<file path="src/rtl/interval_timer_if.sv">
// FSM <-> interval timer handshake: start/value in, expired/busy/remaining out.
// Optional hold input exists only when TIMER_HOLD_EN is defined.
interface interval_timer_if;
  logic       start_timer;
  logic [3:0] value;
`ifdef TIMER_HOLD_EN
  logic       hold;
`endif
  logic       expired;
  logic       busy;
  logic [3:0] remaining;

`ifdef TIMER_HOLD_EN
  modport master (output start_timer, value, hold, input expired, busy, remaining);
  modport slave  (input start_timer, value, hold, output expired, busy, remaining);
`else
  modport master (output start_timer, value, input expired, busy, remaining);
  modport slave  (input start_timer, value, output expired, busy, remaining);
`endif
endinterface

</file>
<file path="src/rtl/interval_timer.sv">
// Whole-second countdown timer fed by the interval-parameter store.
// Optional feature macro: TIMER_HOLD_EN (adds a hold input that freezes COUNT).
module interval_timer #(
  parameter int CLK_PER_SEC = 50_000_000,
  parameter int PRESC_W     = 26
) (
  input  logic              clk,
  input  logic              sys_reset,
  interval_timer_if.slave   tif
);

  typedef enum logic [1:0] {IDLE, LOAD, COUNT, EXPIRE} state_t;

  localparam logic [PRESC_W-1:0] PRESC_RELOAD = PRESC_W'(CLK_PER_SEC - 1);

  state_t             state_q, state_d;
  logic [PRESC_W-1:0] presc_q, presc_d;
  logic [3:0]         rem_q, rem_d;
  logic               expired_q, expired_d;
  logic               busy_q, busy_d;
  logic               hold_w;

`ifdef TIMER_HOLD_EN
  assign hold_w = tif.hold;
`else
  assign hold_w = 1'b0;
`endif

  always_comb begin
    state_d = state_q;
    presc_d = presc_q;
    rem_d   = rem_q;
    // A start request wins over everything and leaves the counters untouched.
    if (tif.start_timer) begin
      state_d = LOAD;
    end else begin
      case (state_q)
        LOAD: begin
          rem_d   = tif.value;
          presc_d = PRESC_RELOAD;
          state_d = (tif.value == 4'd0) ? EXPIRE : COUNT;
        end
        COUNT: begin
          if (!hold_w) begin
            if (presc_q != '0) begin
              presc_d = presc_q - PRESC_W'(1);
            end else if (rem_q > 4'd1) begin
              rem_d   = rem_q - 4'd1;
              presc_d = PRESC_RELOAD;
            end else begin
              rem_d   = 4'd0;
              state_d = EXPIRE;
            end
          end
        end
        EXPIRE:  state_d = IDLE;
        default: state_d = IDLE;
      endcase
    end
    expired_d = (state_d == EXPIRE);
    busy_d    = (state_d == LOAD) || (state_d == COUNT);
  end

  always_ff @(posedge clk or posedge sys_reset) begin
    if (sys_reset) begin
      state_q   <= IDLE;
      presc_q   <= '0;
      rem_q     <= 4'd0;
      expired_q <= 1'b0;
      busy_q    <= 1'b0;
    end else begin
      state_q   <= state_d;
      presc_q   <= presc_d;
      rem_q     <= rem_d;
      expired_q <= expired_d;
      busy_q    <= busy_d;
    end
  end

  assign tif.expired   = expired_q;
  assign tif.busy      = busy_q;
  assign tif.remaining = rem_q;

endmodule
</file>
<file path="src/flat_wrapper.sv">
// flat-port wrapper written by rule: the top's interface ports become plain ports
module interval_timer_flat 
#(
  parameter int CLK_PER_SEC = 50_000_000,
  parameter int PRESC_W     = 26
)
  (clk, sys_reset, tif_start_timer, tif_value, tif_expired, tif_busy, tif_remaining);
  interval_timer_if tif_i ();
  input  logic clk;
  input  logic sys_reset;
  input wire logic [$bits(tif_i.start_timer)-1:0] tif_start_timer;
  input wire logic [$bits(tif_i.value)-1:0] tif_value;
  output wire logic [$bits(tif_i.expired)-1:0] tif_expired;
  output wire logic [$bits(tif_i.busy)-1:0] tif_busy;
  output wire logic [$bits(tif_i.remaining)-1:0] tif_remaining;
  assign tif_i.start_timer = tif_start_timer;
  assign tif_i.value = tif_value;
  assign tif_expired = tif_i.expired;
  assign tif_busy = tif_i.busy;
  assign tif_remaining = tif_i.remaining;
  interval_timer #(.CLK_PER_SEC(CLK_PER_SEC), .PRESC_W(PRESC_W)) u_core (.clk(clk), .sys_reset(sys_reset), .tif(tif_i));
endmodule
</file>
<file path="config.mk">
export PLATFORM = sky130hd
export DESIGN_NAME = interval_timer_flat
export DESIGN_NICKNAME = d
export VERILOG_FILES = /design/src/rtl/interval_timer_if.sv /design/src/rtl/interval_timer.sv /design/src/flat_wrapper.sv
export SDC_FILE = /design/constraint.sdc
export NUM_CORES = 1
export LEC_CHECK = 0
export BUFFER_PORTS_ARGS = -buffer_cell sky130_fd_sc_hd__buf_2
export CORE_MARGIN = 2
export CORE_UTILIZATION = 54
export CTS_CLUSTER_SIZE = 16
export DETAILED_ROUTE_END_ITERATION = 8
export PLACE_DENSITY = 0.71
export SYNTH_ARGS = -nofsm -noshare
export SYNTH_HDL_FRONTEND = slang
export SYNTH_SLANG_ARGS = --single-unit
</file>
<file path="constraint.sdc">
create_clock -name clk -period 2.5 [get_ports clk]
set_input_delay 0.375 -clock clk [delete_from_list [all_inputs] [get_ports clk]]
set_output_delay 0.375 -clock clk [all_outputs]
set_load 0.05 [all_outputs]
</file>
==> results of run 1 <==
-- final cells by class --
type	count	share of cell area [%]
Inverter	11	1.84
Timing Repair Buffer	23	6.34
Tap cell	48	2.67
Clock inverter	1	0.223
Multi-Input combinational cell	155	47.2
Sequential cell	34	37.8
Clock buffer	7	3.84
-- critical path, cell delays in order, from the launching register on --
cell and delay, ps:
dfrtp_1 420, inv_1 100, ha_1 180, or3b_2 540, or3_4 410, nor3_2 110
or4b_1 450, nand3_1 90
-- power by group through the flow --
stage               Sequential, mW  Clock (mW)  Combinational, mW
floorplan                    0.737           0              0.158
global placement             0.641           0              0.334
detailed placement           0.646           0              0.343
CTS                          0.636       0.429              0.344
global route                 0.643       0.458              0.374
finish                       0.636       0.418              0.344
-- metrics by stage --
| step | total power, mW | setup WS (ps) | utilization [%] | cell area (um^2) |
|---|---|---|---|---|
| after floorplan | 0.895 | 70.6 | - | 2010 |
| after global placement | 0.975 | 214 | 59.2 | 2150 |
| after detailed placement | 0.989 | 103 | 59.2 | 2150 |
| after CTS | 1.41 | 85.3 | 61.7 | 2240 |
| after global routing | 1.48 | 43.0 | 61.9 | 2250 |
| final | 1.40 | 135 | 61.9 | 2250 |
-- worst max path at each step --
stage                                              from                             end  slack [ps]  cells past startpoint
floorplan           u_core.tif.remaining[0]$_DFFE_PP0P_       u_core.tif.busy$_DFF_PP0_          70                     10
global placement          u_core.presc_q[0]$_DFFE_PP0P_  u_core.presc_q[22]$_DFFE_PP0P_         210                      7
detailed placement        u_core.presc_q[4]$_DFFE_PP0P_  u_core.presc_q[23]$_DFFE_PP0P_         100                      5
CTS                       u_core.presc_q[4]$_DFFE_PP0P_  u_core.presc_q[23]$_DFFE_PP0P_          90                      5
global route              u_core.presc_q[0]$_DFFE_PP0P_  u_core.presc_q[22]$_DFFE_PP0P_          40                      7
finish                    u_core.presc_q[0]$_DFFE_PP0P_  u_core.presc_q[22]$_DFFE_PP0P_         140                      7
-- layer usage --
metal,routed length (um),vias up,GRT usage (%)
li1,-,855,-
met5,0,-,0
met4,49,0,8.59
met1,2100,875,31.9
met2,2290,28,41.6
met3,151,5,4.69
-- state kept, by name, indices dropped and copies added (netlist names) --
name                  flops
u_core.state_q            2
u_core.tif.expired        1
u_core.tif.busy           1
u_core.tif.remaining      4
u_core.presc_q           26
-- cell usage in the layout (no fill, tap or decap), types with 7 or more instances in the layout --
cell     Yosys  layout
o31ai_1     13      13
inv_1       11      11
ha_1         7       7
nand2_1     12      11
buf_4        1      11
or3_1        9       9
a21oi_1     11      11
o21ai_0      8       8
nor3_1       8       8
nand3_1     16      16
dfrtp_1     34      34
buf_2        3      12
or4_1       15      14
-- cells by family (layout without fill, tap and decap cells) --
family	after synthesis	count (layout)	synth area share (%)
simple gates	91	91	28.3
buf+inv	20	42	5.23
compound gates	56	56	19.3
fa+ha+maj	7	7	4.36
flops	34	34	42.3
mux	1	1	0.498
==> flow_summary.ini, run 1 <==
[worst_hold_path]
hold_path_class = in2async

[timing]
final.min_clock_period_ps = 2360
finalCritPeriodShare_pct = 94.6
hold_viol_final = 0
fmax_mhz = 423
finalSetupTns_ps = 0
worst_pin_slew_ps = 663
rsz0062_at_grt = false
finalClockSkew_ps = 2.76
setup_viol = 0
holdWs_ps = 167
relSlewSlack_pct = 55.6
final_max_slew_viol_count = 0

[cts]
cts_tree = built
cts_buffer_depth = 2
root_buffer = clkbuf_8
ctsResizeCount = 0
numCtsBuffers = 5
cts_htree_levels = 2
clk_latency_ps = 290
clkSinkCount = 34
holdBufCountCts = 0
path_clk_slew_ps = 70
cts_setup_buffers = 0

[route]
vias_per_cell = 6.32
first_iter_violations = 162
wl_mm = 4.59
avgRoutedWirePerCell_um = 16.4
ant_nets = 0
drt_pre_antenna_iters = 4
vias = 1763
drc_errors = 0

[global_route]
grt_pass1_wl_mm = 8.09
grt_antenna_before_repair = 0
grt_max_degree = 35
grt_pass1_vias = 1782
overflow = 0
grt_use_total_pct = 24.7

[place]
port_buffers = 12
gp_congestion = 0.917
placed_cells = 271
hpwl_mm = 3.37

[power]
pwr-share-seq_pct = 45.5
p_sw_mw = 0.485
leakage_nw = 0.838
peakVddDrop_mv = 0.564
p_comb_share_pct = 24.6
p_per_area_nw_per_um2 = 622
p_clk_share_pct = 29.9
p_sw_share_pct = 34.7
internal_power_mw = 0.913

[cells_and_area]
stdcell_count = 279
fin_nets = 244
fillers = 340
multi_input_area_um2 = 1060
final-seq-area_um2 = 851
insertedDiodeCount = 0
drive_gt1_share_pct = 19.5
areaGrowthSynthToFinish_pct = 11.8

[critical_path]
reg2reg_from = u_core.presc_q[0]$_DFFE_PP0P_
worstPathArrival_ps = 2590
cp-start-kind = register
crit_type = reg2reg
crit_path_end_kind = register
reg2reg_to = u_core.presc_q[22]$_DFFE_PP0P_
cp_data_required_time_ps = 2720
reg2reg_depth = 7
r2r_slack_ps = 140
crit_fanout = 7

[synth]
synth_fp_nets = 223
yosys-top-cells-area = dfrtp_1 42%, or4_1 5.6%, o31ai_1 4.9%, ha_1 4.4%, nand3_1 4.0%
synth-edff-count = 0
synth_top_area_cell = dfrtp_1
syn_area_um2 = 2010
ys.flop_type = dfrtp_1
synth.most_common_cell = dfrtp_1
syn_area_per_cell_um2 = 9.62
netlist_top_cells_count = 34 x dfrtp_1, 16 x nand3_1, 15 x or4_1, 13 x o31ai_1, 12 x nand2_1
async_reset_ff_share_pct = 100
synth_top_area_share_pct = 42.3
synth_cell_types = 50
ys_seq_area_share_pct = 42.3
synth_seq_cells = 34
synthCells = 209
yosysWarnings = 0

[floorplanning]
initial_core_util_pct = 55.3
die_h_um = 65.0
top_level_ports = 13
rows = 22
dieArea_um2 = 4230
fp.coreArea_um2 = 3630
die_width_um = 65.0

[outcome]
outcome = completed

[run]
cap_violations = 0
Power figures use the tool's default switching activity.
==> inputs of run 2 (changes only) <==
--- a/config.mk
+++ b/config.mk
@@ -7,10 +7,10 @@
 export LEC_CHECK = 0
 export BUFFER_PORTS_ARGS = -buffer_cell sky130_fd_sc_hd__buf_2
 export CORE_MARGIN = 2
-export CORE_UTILIZATION = 54
+export CORE_UTILIZATION = 60
 export CTS_CLUSTER_SIZE = 16
 export DETAILED_ROUTE_END_ITERATION = 8
-export PLACE_DENSITY = 0.71
+export PLACE_DENSITY = 0.75
 export SYNTH_ARGS = -nofsm -noshare
 export SYNTH_HDL_FRONTEND = slang
 export SYNTH_SLANG_ARGS = --single-unit
==> constraint.sdc (replaced) <==
create_clock -name clk -period 2.4 [get_ports clk]
set_input_delay 0.36 -clock clk [delete_from_list [all_inputs] [get_ports clk]]
set_output_delay 0.36 -clock clk [all_outputs]
set_load 0.05 [all_outputs]
==> flow_summary.ini, run 2 (synthesis results as in run 1) <==
[cts]
path_clk_slew_ps = 110
cts_setup_buffers = 0
cts_tree = built
root_buffer = clkbuf_4
cts_buffer_depth = 2
cts_htree_levels = 2
clk_latency_ps = 350
numCtsBuffers = 5
holdBufCountCts = 0
clkSinkCount = 34

[floorplanning]
top_level_ports = 13
die_h_um = 61.9
fp.coreArea_um2 = 3280
initial_core_util_pct = 61.2
die_width_um = 61.9
rows = 21
dieArea_um2 = 3830

[run]
cap_violations = 0

[timing]
holdWs_ps = 95.6
finalSetupTns_ps = 0
relSlewSlack_pct = 53.3
hold_viol_final = 0
setup_viol = 0
worst_pin_slew_ps = 700
final.min_clock_period_ps = 2290
finalClockSkew_ps = 16.5
finalCritPeriodShare_pct = 95.3
rsz0062_at_grt = false
final_max_slew_viol_count = 0
setup_ws_ps = 114
fmax_mhz = 437

[power]
p_per_area_nw_per_um2 = 641
leakage_nw = 0.851
power.total_mw = 1.46
peakVddDrop_mv = 0.555

[cells_and_area]
final_cell_mix = 32 x dfrtp_1, 16 x nand3_1, 14 x or4_1, 13 x o31ai_1, 12 x buf_2
fin_nets = 245
regMostFlops = u_core.presc_q
fin_util_pct = 69.4
stdcell_count = 278
largest_register_ffs = 26
areaGrowthSynthToFinish_pct = 13.4
design_area_um2 = 2280
mostFrequentLayoutCell = dfrtp_1
insertedDiodeCount = 0
drive_gt1_share_pct = 22.0

[global_route]
top_usage_layer = met2
grt_use_total_pct = 28.6
grt_pass1_vias = 1707
use_met3_pct = 7.25
overflow = 0
grt_pass1_wl_mm = 7.94
grt_antenna_before_repair = 0
grt_max_degree = 24
use_met2_pct = 44.7
use_met1_pct = 37.2

[route]
ant_nets = 0
first_iter_violations = 179
vias_per_cell = 6.67
drc_errors = 0
drt_pre_antenna_iters = 5
wl_mm = 4.79
vias = 1853
avgRoutedWirePerCell_um = 17.2

[critical_path]
reg2reg_from = u_core.presc_q[5]$_DFFE_PP0P_
crit_start = u_core.presc_q[5]$_DFFE_PP0P_
cp-start-kind = register
r2r_slack_ps = 110
reg2reg_to = u_core.presc_q[17]$_DFFE_PP0P_
crit_path_end_kind = register
worstPathArrival_ps = 2560
crit_fanout = 16
endpoint = u_core.presc_q[17]$_DFFE_PP0P_
reg2reg_depth = 5
cp_data_required_time_ps = 2680
crit_type = reg2reg

[worst_hold_path]
hold_path_class = in2async

[place]
placed_cells = 270
port_buffers = 12
hpwl_mm = 3.46
dpl_cell_area_um2 = 2180
gp_congestion = 0.897
pre_cts_ws_ps = -37.4

[outcome]
outcome = completed
[run 2: per-layer routing]
layer | routed length (um) | part of all wire [%] | vias to the layer above
li1 | - | - | 860
met1 | 2050 | 43 | 899
met2 | 2310 | 48 | 83
met3 | 324 | 6.8 | 11
met4 | 106 | 2.2 | 0
met5 | 0 | 0 | -
[run 2: how the worst min path moves through the flow]
stage	start	to	slack, ps	cells past startpoint
after floorplan	u_core.presc_q[11]$_DFFE_PP0P_	u_core.presc_q[11]$_DFFE_PP0P_	480	1
after global placement	u_core.presc_q[11]$_DFFE_PP0P_	u_core.presc_q[11]$_DFFE_PP0P_	490	1
after detailed placement	sys_reset	u_core.presc_q[1]$_DFFE_PP0P_	500	2
after CTS	sys_reset	u_core.presc_q[0]$_DFFE_PP0P_	120	2
after global routing	sys_reset	u_core.presc_q[5]$_DFFE_PP0P_	160	2
final	sys_reset	u_core.presc_q[0]$_DFFE_PP0P_	100	2
[run 2: critical path, cell delays in order (launching register included)]
cell and delay (ps):
dfrtp_1 440, or4_4 590, nor3_2 300, nand2_2 250, or4_1 510, nand3_1 110
[run 2: what timing repair did]
item | 4_1_cts | 5_1_grt
hold endpoints to repair | 0 | 0
endpoints found under the setup margin | 3 | 16
gates resized for setup | 1 | 5
[run 2: area by class of cell]
cell class	instances	area, um^2
clock buffer	5	37.5
tap	46	57.6
multi-input combinational	155	1080
timing repair buffer	24	175
inverter	11	41.3
sequential	34	853
clock inverter	3	40.0
fill	258	1000
[run 2: power by group]
| group | total, mW | internal, mW | switching (mW) | leakage (nW) |
|---|---|---|---|---|
| Clock | 0.417 | 0.216 | 0.201 | 0.0450 |
| Combinational | 0.380 | 0.112 | 0.268 | 0.439 |
| Sequential | 0.665 | 0.619 | 0.0465 | 0.366 |
==> inputs of run 3 (changes only) <==
--- a/config.mk
+++ b/config.mk
@@ -7,10 +7,10 @@
 export LEC_CHECK = 0
 export BUFFER_PORTS_ARGS = -buffer_cell sky130_fd_sc_hd__buf_2
 export CORE_MARGIN = 2
-export CORE_UTILIZATION = 60
+export CORE_UTILIZATION = 44
 export CTS_CLUSTER_SIZE = 16
 export DETAILED_ROUTE_END_ITERATION = 8
-export PLACE_DENSITY = 0.75
+export PLACE_DENSITY = 0.57
 export SYNTH_ARGS = -nofsm -noshare
 export SYNTH_HDL_FRONTEND = slang
 export SYNTH_SLANG_ARGS = --single-unit
==> flow_summary.ini, run 3 (synthesis results as in run 1) <==
[cts]
clkSinkCount = 34
root_buffer = clkbuf_8
numCtsBuffers = 5
cts_htree_levels = 2
cts_tree = built
clk_latency_ps = 280
path_clk_slew_ps = 70
cts_buffer_depth = 2

[global_route]
grt_max_degree = 35
grt_use_total_pct = 21.6
grt_antenna_before_repair = 0
grt_pass1_vias = 1761
overflow = 0
grt_pass1_wl_mm = 8.62

[timing]
relSlewSlack_pct = 59.1
worst_pin_slew_ps = 610
hold_viol_final = 0
setup_viol = 0
setup_ws_ps = 112
final_max_slew_viol_count = 0
fmax_mhz = 437
rsz0062_at_grt = true
final.min_clock_period_ps = 2290
holdWs_ps = 169
finalClockSkew_ps = 5.91
finalCritPeriodShare_pct = 95.3

[floorplanning]
die_h_um = 71.6
rows = 24
initial_core_util_pct = 45.9
die_width_um = 71.6
top_level_ports = 13
fp.coreArea_um2 = 4380
dieArea_um2 = 5130

[power]
p_per_area_nw_per_um2 = 626
power.total_mw = 1.46
peakVddDrop_mv = 0.440
leakage_nw = 0.871

[critical_path]
r2r_slack_ps = 110
crit_path_end_kind = register
path_cells = inv_1 > ha_1 > or3b_4 > or3_4 > nor3_2 > or4b_1 > nand3_1
crit_family = simple AND/OR/NAND/NOR gates
cp-start-kind = register
reg2reg_to = u_core.presc_q[22]$_DFFE_PP0P_
cp.buffers_inverters = 1
reg2reg_from = u_core.presc_q[1]$_DFFE_PP0P_
reg2reg_depth = 7
crit_fanout = 7
critPathSlowestCell = or4b_1
max_stage_delay_ps = 460
cp_data_required_time_ps = 2620
worstPathArrival_ps = 2510
crit_type = reg2reg

[route]
drc_errors = 0
drt_pre_antenna_iters = 4
vias = 1845
ant_nets = 0
first_iter_violations = 125
wl_mm = 5.18
avgRoutedWirePerCell_um = 18.0
vias_per_cell = 6.41

[cells_and_area]
largest_register_ffs = 26
mostFrequentLayoutCell = dfrtp_1
areaGrowthSynthToFinish_pct = 16.3
insertedDiodeCount = 0
final_cell_mix = 32 x dfrtp_1, 16 x nand3_1, 15 x buf_4, 14 x or4_1, 13 x o31ai_1
drive_gt1_share_pct = 22.0
regMostFlops = u_core.presc_q
fin_util_pct = 53.3
fin_nets = 250
stdcell_count = 288

[place]
placed_cells = 281
hpwl_mm = 3.67
port_buffers = 12
gp_congestion = 0.886
pre_cts_ws_ps = 34.7

[worst_hold_path]
hold_path_class = in2async

[run]
cap_violations = 0

[outcome]
outcome = completed
run 3: cell count changes in the layout (fill, tap and decap cells not counted), moves of 2 or more:
| cell | before | now |
|---|---|---|
| clkbuf_8 | 0 | 6 |
| buf_4 | 10 | 15 |
| clkbuf_4 | 5 | 0 |
| clkinv_2 | 2 | 0 |
run 3: worst max-delay path by stage:
stage	cells after the start	end	startpoint	slack, ps
2_1_floorplan	9	u_core.tif.busy$_DFF_PP0_	u_core.presc_q[4]$_DFFE_PP0P_	20
3_3_place_gp	7	u_core.presc_q[22]$_DFFE_PP0P_	u_core.presc_q[0]$_DFFE_PP0P_	80
3_5_place_dp	7	u_core.presc_q[22]$_DFFE_PP0P_	u_core.presc_q[0]$_DFFE_PP0P_	30
4_1_cts	6	u_core.tif.busy$_DFF_PP0_	u_core.presc_q[5]$_DFFE_PP0P_	50
5_1_grt	8	u_core.presc_q[11]$_DFFE_PP0P_	u_core.presc_q[0]$_DFFE_PP0P_	-10
6_report	7	u_core.presc_q[22]$_DFFE_PP0P_	u_core.presc_q[1]$_DFFE_PP0P_	110
run 3: routing by layer:
layer	vias to the layer above	wire, um	global-route usage [%]
li1	866	-	-
met1	918	2430	29.4
met2	51	2470	33.5
met3	10	213	6.05
met4	0	70	6.71
met5	-	0	0
run 3: where the power goes:
group | internal (mW) | switching, mW
Combinational | 0.111 | 0.265
Sequential | 0.620 | 0.0441
Clock | 0.227 | 0.197
Total | 0.958 | 0.506
run 3: tightest hold or removal path: cells and delay by family:
kind,cells,cell delay (ps)
buffers and inverters,3,520
run 3: per-stage QoR:
step / setup TNS, ps / cell area [um^2]
6_report: 0 / 2340
4_1_cts: 0 / 2320
5_1_grt: -9.96 / 2340
2_1_floorplan: 0 / 2010
3_5_place_dp: 0 / 2230
3_3_place_gp: 0 / 2230
run 3: timing repair:
item / CTS / global route
setup endpoints to repair: 1 / 5
pin swaps: 0 / 0
gates resized for setup: 1 / 5
buffers inserted: 0 / 0
hold buffers: 0 / 0
run 3: area by class of cell:
type	instances	area, um^2
flip-flops and latches	34	853
multi-input cells	155	1080
clock buffers	7	86.3
inverters	11	41.3
well taps	52	65.1
repair buffers	29	213
fillers	393	2050
